`config.mk`:
```
export PLATFORM = sky130hd
export DESIGN_NAME = mem_stage
export DESIGN_NICKNAME = d
export VERILOG_FILES = /design/src/rtl/mem_stage_pkg.sv /design/src/rtl/mem_align.sv /design/src/rtl/mem_stage.sv
export SDC_FILE = /design/constraint.sdc
export NUM_CORES = 1
export LEC_CHECK = 0
export ABC_CLOCK_PERIOD_IN_PS = 2000
export BUFFER_PORTS_ARGS = -buffer_cell sky130_fd_sc_hd__buf_2
export CORE_AREA = 2 2 119 121
export CTS_CLUSTER_DIAMETER = 50
export DETAILED_ROUTE_END_ITERATION = 10
export DIE_AREA = 0 0 121 123
export GPL_TIMING_DRIVEN = 0
export PLACE_DENSITY = 0.61
export SYNTH_ARGS = -nofsm -noshare
export SYNTH_HDL_FRONTEND = slang
export SYNTH_HIERARCHICAL = 1
export SYNTH_SLANG_ARGS = --single-unit
```
`constraint.sdc`:
```
create_clock -name clk -period 2 [get_ports clk]
set_input_delay 0.2 -clock clk [delete_from_list [all_inputs] [get_ports clk]]
set_output_delay 0.2 -clock clk [all_outputs]
set_load 0.05 [all_outputs]
```
`src/rtl/mem_stage_pkg.sv`:
```
// Shared constants for the MEM stage: control bit positions, access sizes,
// multiply ALU codes and the access FSM states.
package mem_stage_pkg;

    localparam int CTRL_W = 9;

    // Bit positions use big-endian numbering (bit 0 = MSB), mapped onto [8:0].
    localparam int CTRL_MEM_RD = CTRL_W - 1 - 2;
    localparam int CTRL_MEM_WR = CTRL_W - 1 - 3;
    localparam int CTRL_REG_WR = CTRL_W - 1 - 5;

    localparam logic [1:0] SZ_BYTE  = 2'b00;
    localparam logic [1:0] SZ_HALF  = 2'b01;
    localparam logic [1:0] SZ_WORD  = 2'b10;
    localparam logic [1:0] SZ_WORD2 = 2'b11;

    localparam logic [5:0] ALU_MUL  = 6'h0e;
    localparam logic [5:0] ALU_MULU = 6'h16;

    typedef enum logic {
        ST_IDLE = 1'b0,
        ST_WAIT = 1'b1
    } mem_state_t;

endpackage

```
`src/rtl/mem_align.sv`:
```
// Big-endian lane steering: store replication/byte enables, load
// extract and extend, and the alignment check.
module mem_align
    import mem_stage_pkg::*;
(
    input  logic [1:0]  size,
    input  logic        zext,
    input  logic [1:0]  offset,
    input  logic [31:0] store_data,
    input  logic [31:0] load_data,
    output logic        misaligned,
    output logic [3:0]  be,
    output logic [31:0] wdata,
    output logic [31:0] rdata
);

    logic [7:0]  lane8;
    logic [15:0] lane16;

    always_comb begin
        misaligned = 1'b0;
        be         = 4'b1111;
        wdata      = store_data;
        unique case (size)
            SZ_BYTE: begin
                be    = 4'b1000 >> offset;
                wdata = {4{store_data[7:0]}};
            end
            SZ_HALF: begin
                misaligned = offset[0];
                be         = offset[1] ? 4'b0011 : 4'b1100;
                wdata      = {2{store_data[15:0]}};
            end
            default: misaligned = |offset;
        endcase
    end

    // Byte 0 is the most significant byte of the word.
    always_comb begin
        lane8 = load_data[31:24];
        unique case (offset)
            2'd0: lane8 = load_data[31:24];
            2'd1: lane8 = load_data[23:16];
            2'd2: lane8 = load_data[15:8];
            2'd3: lane8 = load_data[7:0];
        endcase
        lane16 = offset[1] ? load_data[15:0] : load_data[31:16];
    end

    always_comb begin
        rdata = load_data;
        unique case (size)
            SZ_BYTE: rdata = {{24{~zext & lane8[7]}}, lane8};
            SZ_HALF: rdata = {{16{~zext & lane16[15]}}, lane16};
            default: rdata = load_data;
        endcase
    end

endmodule

```
`src/rtl/mem_stage.sv`:
```
// MEM pipeline stage: data-memory req/ack access, stall generation,
// forwarding to EX and the MEM/WB pipeline register.
module mem_stage
    import mem_stage_pkg::*;
#(
    parameter int ADDR_W    = 32,
    parameter bit ZERO_WAIT = 1'b1
) (
    input  logic              clk,
    input  logic              reset,
    input  logic [8:0]        ctrl,
    input  logic [5:0]        alu_ctrl,
    input  logic [31:0]       alu_out,
    input  logic [31:0]       mult_out,
    input  logic [31:0]       write_data,
    input  logic [2:0]        dmem_info,
    input  logic [4:0]        write_reg,
    input  logic              fp_write,
    output logic              dmem_req,
    output logic              dmem_we,
    output logic [ADDR_W-1:0] dmem_addr,
    output logic [3:0]        dmem_be,
    output logic [31:0]       dmem_wdata,
    input  logic [31:0]       dmem_rdata,
    input  logic              dmem_ack,
    output logic              mem_stall,
    output logic              misalign,
    output logic              reg_write_mem,
    output logic [4:0]        write_reg_mem,
    output logic [31:0]       write_val_mem,
    output logic              reg_write_wb,
    output logic [4:0]        write_reg_wb,
    output logic [31:0]       write_val_wb,
    output logic              fp_write_wb
);

    mem_state_t  state;
    logic        mem_rd;
    logic        mem_wr;
    logic        mem_op;
    logic        unaligned;
    logic        bad;
    logic        done;
    logic [31:0] load_val;
    logic [31:0] result;
    logic        ctrl_unused;

    assign mem_rd      = ctrl[CTRL_MEM_RD];
    assign mem_wr      = ctrl[CTRL_MEM_WR];
    assign mem_op      = mem_rd | mem_wr;
    assign ctrl_unused = ^ctrl;

    mem_align u_align (
        .size       (dmem_info[2:1]),
        .zext       (dmem_info[0]),
        .offset     (alu_out[1:0]),
        .store_data (write_data),
        .load_data  (dmem_rdata),
        .misaligned (unaligned),
        .be         (dmem_be),
        .wdata      (dmem_wdata),
        .rdata      (load_val)
    );

    // The EX inputs are frozen while waiting, so the request stays stable.
    always_comb begin
        bad       = mem_op & unaligned & (state == ST_IDLE);
        dmem_req  = ~reset & ((state == ST_WAIT) | (mem_op & ~unaligned));
        dmem_we   = dmem_req & mem_wr;
        dmem_addr = {alu_out[ADDR_W-1:2], 2'b00};
        done      = dmem_req & dmem_ack & ((state == ST_WAIT) | ZERO_WAIT);
        mem_stall = dmem_req & ~done;
        misalign  = ~reset & bad;
    end

    always_comb begin
        result = alu_out;
        if (alu_ctrl == ALU_MUL || alu_ctrl == ALU_MULU)
            result = mult_out;
        reg_write_mem = ctrl[CTRL_REG_WR] & ~bad & (~mem_rd | done);
        write_reg_mem = write_reg;
        write_val_mem = mem_rd ? load_val : result;
    end

    always_ff @(posedge clk) begin
        if (reset) begin
            state        <= ST_IDLE;
            reg_write_wb <= 1'b0;
            write_reg_wb <= '0;
            write_val_wb <= '0;
            fp_write_wb  <= 1'b0;
        end else begin
            unique case (state)
                ST_IDLE: if (mem_stall) state <= ST_WAIT;
                ST_WAIT: if (done)      state <= ST_IDLE;
            endcase
            if (mem_stall | bad) begin
                reg_write_wb <= 1'b0;
            end else begin
                reg_write_wb <= reg_write_mem;
                write_reg_wb <= write_reg;
                write_val_wb <= write_val_mem;
                fp_write_wb  <= fp_write;
            end
        end
    end

endmodule

```
==> results.toml, run 1 <==
[sta]
fin_skew_ps = 6.23
fin_crit_sh_pct = 102
slew_headroom_pct = 65.9
fin_crit_ps = 2050
rsz0062_at_grt = "true"
slew_viol_final = 0
max_freq_mhz = 488
tightest_slew_ps = 511
hold_viol = 0
setup_viol_count_final = 7
fin_ws_ps = -49.0
hold_slack_ps = 143

[floorplan]
die_x_um = 121
io_pins = 304
core-area_um2 = 13600
dieHeight_um = 123
die-area_um2 = 14900
start_util_pct = 27.7
rows = 43

[routing]
drc = 0
drt-initial-drc-count = 137
routed_wl_um = 16400
antenna_left = 0
firstDrtPassIters = 4
vias = 4532
via_per_inst = 4.77
routedWlPerCell_um = 17.2

[critical_path]
end_kind = "output pin"
crit_path_start = "alu_out[1]"
timing.rr.end = "write_val_wb[6]"
cp_max_fo = 7
critPathRequiredTime_ps = 1800
arrival_ps = 1850
cp-start-kind = "input pin"
reg2reg_slack_ps = 270
ff2ff_path_depth = 6
crit_type = "input pin to output pin"
endpoint = "write_val_mem[14]"

[yosys]
synth_area_um2 = 3760
synth_top_area_share_pct = 23.1
yosysTopAreaCell = "mux2i_1"
synth.most_common_cell = "mux2i_1"
postSynthAreaPerCell_um2 = 8.27
synth-seq-cells = 40
synth.distinct_cells = 42
ys_async_sr_fraction_pct = 0
synth_commonest_cells = "mux2i_1, buf_4, dfxtp_1"
synth_ff_type = "dfxtp_1"
synth.area.top_cells = "mux2i_1, dfxtp_1, buf_4"
yosys_warnings = 6
synthCells = 455
synth_edf_count = 0
ys_seq_area_share_pct = 21.3

[pwr]
p_leak_uw = 0.00335
total_power_uw = 4000
p_per_area_nw_per_um2 = 646
ir_drop_mv = 0.357

[cts]
cts-buffers-inserted = 5
cts_tree = "done"
cts_hold_buf = 0
clk_latency_ps = 290
clk_path_buf_depth = 2
cts_htree_levels = 2
cts.sinks = 40
clk_pin_slew_ps = 60
cts_root_buf = "clkbuf_16"

[place]
place.gp.congestion = 0.787
io_buffers = 295
dp_hpwl_um = 13400

[outcome]
status = "finished with violations"
violations = "negative setup slack"

[global_route]
first_global_vias = 4239
grt_pass1_wl_um = 23200
grt_usage_pct = 20.4
antenna_found_initial = 1
overflow = 0
grt_max_degree = 14

[final_layout]
nNetsFinal = 923
fillCellCount = 1440
drive_gt1_share_pct = 62.0
area_delta_synth_final_pct = 64.4

[job]
max-cap-violations = 0

[worst_hold_path]
hp-class = "input pin to flop"
worst min path at each step:
stage / start / cells after the start / end / slack [ps]
after floorplan: dmem_ack / 1 / flop / 270
after global placement: fp_write / 3 / fp_write_wb / 440
after detailed placement: fp_write / 3 / fp_write_wb / 450
after CTS: fp_write / 3 / fp_write_wb / 140
after global routing: write_reg[3] / 3 / write_reg_wb[3] / 170
final: fp_write / 3 / fp_write_wb / 140
cell usage in the layout (no fill, tap or decap), drive strengths merged, types with 7 or more instances in the layout:
| master | synthesis | layout |
|---|---|---|
| o21ai | 56 | 56 |
| buf | 61 | 362 |
| mux2 | 18 | 18 |
| inv | 34 | 34 |
| nand2 | 29 | 29 |
| clkbuf | 18 | 27 |
| a22oi | 33 | 33 |
| a221o | 15 | 15 |
| nor2 | 23 | 23 |
| a22o | 7 | 7 |
| mux2i | 87 | 87 |
| dfxtp | 40 | 40 |
cell families after synthesis:
kind of cell	after synthesis	share of synthesized area, %
compound gates	125	23.2
buf+inv	113	17.4
mux	106	29.1
simple gates	69	8.64
flops	40	21.3
xor+xnor	1	0.233
other cells	1	0.0996
final cells by class:
class / count / area, um2 / area share (%)
antenna: 1 / 2.50 / 0.0404
clock buffer: 5 / 125 / 2.02
sequential: 40 / 801 / 12.9
multi-input combinational: 303 / 2620 / 42.3
inverter: 34 / 128 / 2.06
timing repair buffer: 307 / 1690 / 27.2
tap: 180 / 225 / 3.64
buffer: 77 / 563 / 9.10
clock inverter: 3 / 42.5 / 0.687
through the flow:
| stage | setup WS, ps | cells | area, um2 | util (%) | setup TNS [ps] |
|---|---|---|---|---|---|
| 5_1_grt | -90.5 | 950 | 6190 | 45.5 | -1460 |
| 6_report | -49.0 | 950 | 6190 | 45.5 | -187 |
| 3_5_place_dp | -1240 | 931 | 5630 | 41.4 | -52440 |
| 4_1_cts | -40.7 | 944 | 6070 | 44.6 | -146 |
| 2_1_floorplan | -229 | 456 | 3930 | - | -928 |
| 3_3_place_gp | -1210 | 931 | 5630 | 41.4 | -51280 |
routing by layer:
| metal | track usage (%) | part of all wire (%) |
|---|---|---|
| met1 | 23.0 | 39 |
| met3 | 4.29 | 7.2 |
| met4 | 4.00 | 0.92 |
| met2 | 39.4 | 53 |
| met5 | 0 | 0 |
worst max-delay path, stage by stage:
cell     delay, ps
buf_8           80
buf_6          110
mux4_2         510
and3b_2        290
a221o_1        340
inv_1           80
mux2i_2         70
buf_6          170
power by group:
part / internal, uW / switching (uW)
combinational: 705 / 1460
clock: 587 / 342
sequential: 871 / 36.1
timing repair:
action | in CTS | in global routing
setup buffers | 5 | 5
pin swaps | 3 | 4
setup endpoints to repair | 76 | 61
gates resized for setup | 92 | 27
cloned | 2 | 0
registers in the layout (all words and copies together) (netlist names), named ones only:
| signal | count |
|---|---|
| write_val_wb | 32 |
| write_reg_wb | 5 |
| reg_write_wb | 1 |
| fp_write_wb | 1 |
Power figures use the tool's default switching activity.
==> run 2: changes to the inputs <==
--- a/config.mk
+++ b/config.mk
@@ -7,13 +7,13 @@
 export LEC_CHECK = 0
 export ABC_CLOCK_PERIOD_IN_PS = 2000
 export BUFFER_PORTS_ARGS = -buffer_cell sky130_fd_sc_hd__buf_2
-export CORE_AREA = 2 2 119 121
+export CAP_MARGIN = 20
+export CORE_AREA = 2 2 118 120
 export CTS_CLUSTER_DIAMETER = 50
 export DETAILED_ROUTE_END_ITERATION = 10
-export DIE_AREA = 0 0 121 123
+export DIE_AREA = 0 0 120 122
 export GPL_TIMING_DRIVEN = 0
-export PLACE_DENSITY = 0.61
+export PLACE_DENSITY = 0.58
 export SYNTH_ARGS = -nofsm -noshare
 export SYNTH_HDL_FRONTEND = slang
-export SYNTH_HIERARCHICAL = 1
 export SYNTH_SLANG_ARGS = --single-unit
==> results.toml, run 2 <==
[critical_path]
end_kind = "output pin"
crit_path_start = "alu_ctrl[0]"
reg2reg_slack_ps = 160
endpoint = "write_val_mem[12]"
arrival_ps = 1740
ff2ff_path_depth = 6
critPathRequiredTime_ps = 1800
cp_max_fo = 10
timing.rr.end = "write_val_wb[8]"
crit_type = "input pin to output pin"
cp-start-kind = "input pin"

[final_layout]
instances_no_fill = 877
largest_register_ff_count = 32
postLayoutCellArea_um2 = 5660
seq_area_um2 = 801
area_delta_synth_final_pct = 70.6
layout_common_cells = "buf_2, buf_4, nand2_1"
drive_gt1_share_pct = 63.5
multi_input_area_um2 = 2350
final_common_cell = "buf_2"
reg_top3 = "write_val_wb: 32 flops, write_reg_wb: 5 flops"
top_register = "write_val_wb"
nNetsFinal = 849
fillCellCount = 1397

[yosys]
ys_async_sr_fraction_pct = 0
synth_xor_area_share_pct = 0.264
synth_top_area_share_pct = 24.1
synth_area_um2 = 3320
synth.distinct_cells = 43
synthAdderAreaFrac_pct = 0
yosysTopAreaCell = "dfxtp_1"
synthSimpleGateAreaFrac_pct = 13.6
yosys_warnings = 0
synth-seq-cells = 40
ys_seq_area_share_pct = 24.1
synth_edf_count = 0
synth_ff_type = "dfxtp_1"
postSynthAreaPerCell_um2 = 8.43
synth-compound-area-share_pct = 26.2
synthCells = 394
synth.area.top_cells = "dfxtp_1, mux2i_1, buf_4"
synth_top_family_by_area = "compound AO/OA/AOI/OAI gates"
synth_commonest_cells = "buf_4, nand2_1, mux2i_1"
synthMuxAreaShare_pct = 20.8

[sta]
slew_viol_final = 0
fin_crit_ps = 1940
hold_viol = 0
rsz0062_at_grt = "true"
fin_skew_ps = 8.39
setup_viol_count_final = 0
hold_slack_ps = 121
slew_headroom_pct = 57.9
tightest_slew_ps = 632
max_freq_mhz = 514
fin_crit_sh_pct = 97.2

[floorplan]
dieHeight_um = 122
core-area_um2 = 13500
start_util_pct = 24.6
die-area_um2 = 14600
io_pins = 304
rows = 43
die_x_um = 120

[routing]
firstDrtPassIters = 4
routedWlPerCell_um = 18.4
routed_wl_um = 16100
antenna_left = 0
via_per_inst = 4.80
drt-initial-drc-count = 190
vias = 4212
drc = 0

[cts]
clk_latency_ps = 290
cts.sinks = 40
cts_root_buf = "clkbuf_16"
cts_tree = "done"
cts-buffers-inserted = 5
cts_htree_levels = 2
clk_pin_slew_ps = 70
clk_path_buf_depth = 2

[place]
dp_cells = 867
place.gp.congestion = 0.864
place_area_um2 = 5210
dp_hpwl_um = 13000
io_buffers = 292

[job]
max-cap-violations = 0

[worst_hold_path]
whs_path_depth = 2
hp-class = "input pin to flop"

[global_route]
grt_pass1_wl_um = 23100
overflow = 0
first_global_vias = 4111
antenna_found_initial = 1
grt_max_degree = 13
grt_usage_pct = 20.6

[outcome]
status = "finished, final reports clean"

[pwr]
ir_drop_mv = 0.290
p_per_area_nw_per_um2 = 686
p_leak_uw = 0.00299
==> run 2: cell count changes after synthesis, moves of 7 or more <==
cell	delta
a221o_1	-15
a22o_1	+31
a22oi_1	-31
a2bb2oi_1	+14
a32oi_1	+7
and2_1	+16
inv_1	-31
mux2i_1	-45
nand2_1	+16
nor2_1	-13
nor3_1	+9
o21ai_0	-11
o21ai_1	-22
o21ai_2	-9
==> run 2: routing by layer <==
metal	wire, um	share of wire, %	vias to the layer above	GRT usage (%)
met5	0	0	-	0
met4	276	1.7	0	5.44
met3	1150	7.1	16	5.20
met2	8010	50	181	35.5
met1	6670	41	1996	25.5
li1	-	-	2019	-
==> run 2: cell families (layout without fill, tap and decap cells) <==
group,after synthesis,after routing
AOI/OAI and AO/OA,111,111
DFF,40,40
muxes,65,65
and+or+nand+nor,95,95
other,1,4
xor gates and xnor gates,1,1
buffers and inverters,81,381
==> run 2: area by class of cell <==
cell class              instances  area share [%]
clock inverters                 2           0.619
well taps                     180            3.98
clock buffers                   6            2.28
repair buffers                294            27.6
flip-flops and latches         40            14.1
plain buffers                  75            9.48
inverters                       4           0.309
multi-input cells             274            41.5
diodes                          2          0.0884
==> run 2: repair_timing <==
item                                    CTS  global route
setup buffers                             2             0
resized for setup                        65            33
hold buffers                              0             0
pin swaps                                 3             1
endpoints found under the setup margin   91            86
==> run 2: how the worst min path moves through the flow <==
stage                   end  startpoint
6_report       reg_write_wb     ctrl[3]
5_1_grt        reg_write_wb     ctrl[3]
4_1_cts        reg_write_wb     ctrl[3]
3_5_place_dp   reg_write_wb     ctrl[3]
3_3_place_gp   reg_write_wb     ctrl[3]
2_1_floorplan          flop    dmem_ack
==> run 2: power by group <==
part	internal [uW]	leakage [uW]	switching, uW
combinational	639	0.00257	1390
clock	588	0.0000809	350
sequential	874	0.000330	40.5
==> run 2: critical path, cell delays in order <==
cell	delay [ps]
buf_2	120
nor4bb_4	320
nand2_1	150
clkbuf_4	270
mux2i_1	170
a32oi_1	250
buf_4	250
==> run 2: through the flow <==
stage | total power, uW | setup TNS (ps) | worst slack [ps] | util [%]
CTS | 3890 | 0 | 0.0744 | 41.4
finish | 3880 | 0 | 55.6 | 41.9
global route | 4030 | -139 | -37.6 | 41.9
global placement | 2860 | -29500 | -1010 | 38.6
detailed placement | 2870 | -32480 | -967 | 38.6
floorplan | 2330 | -12110 | -371 | -
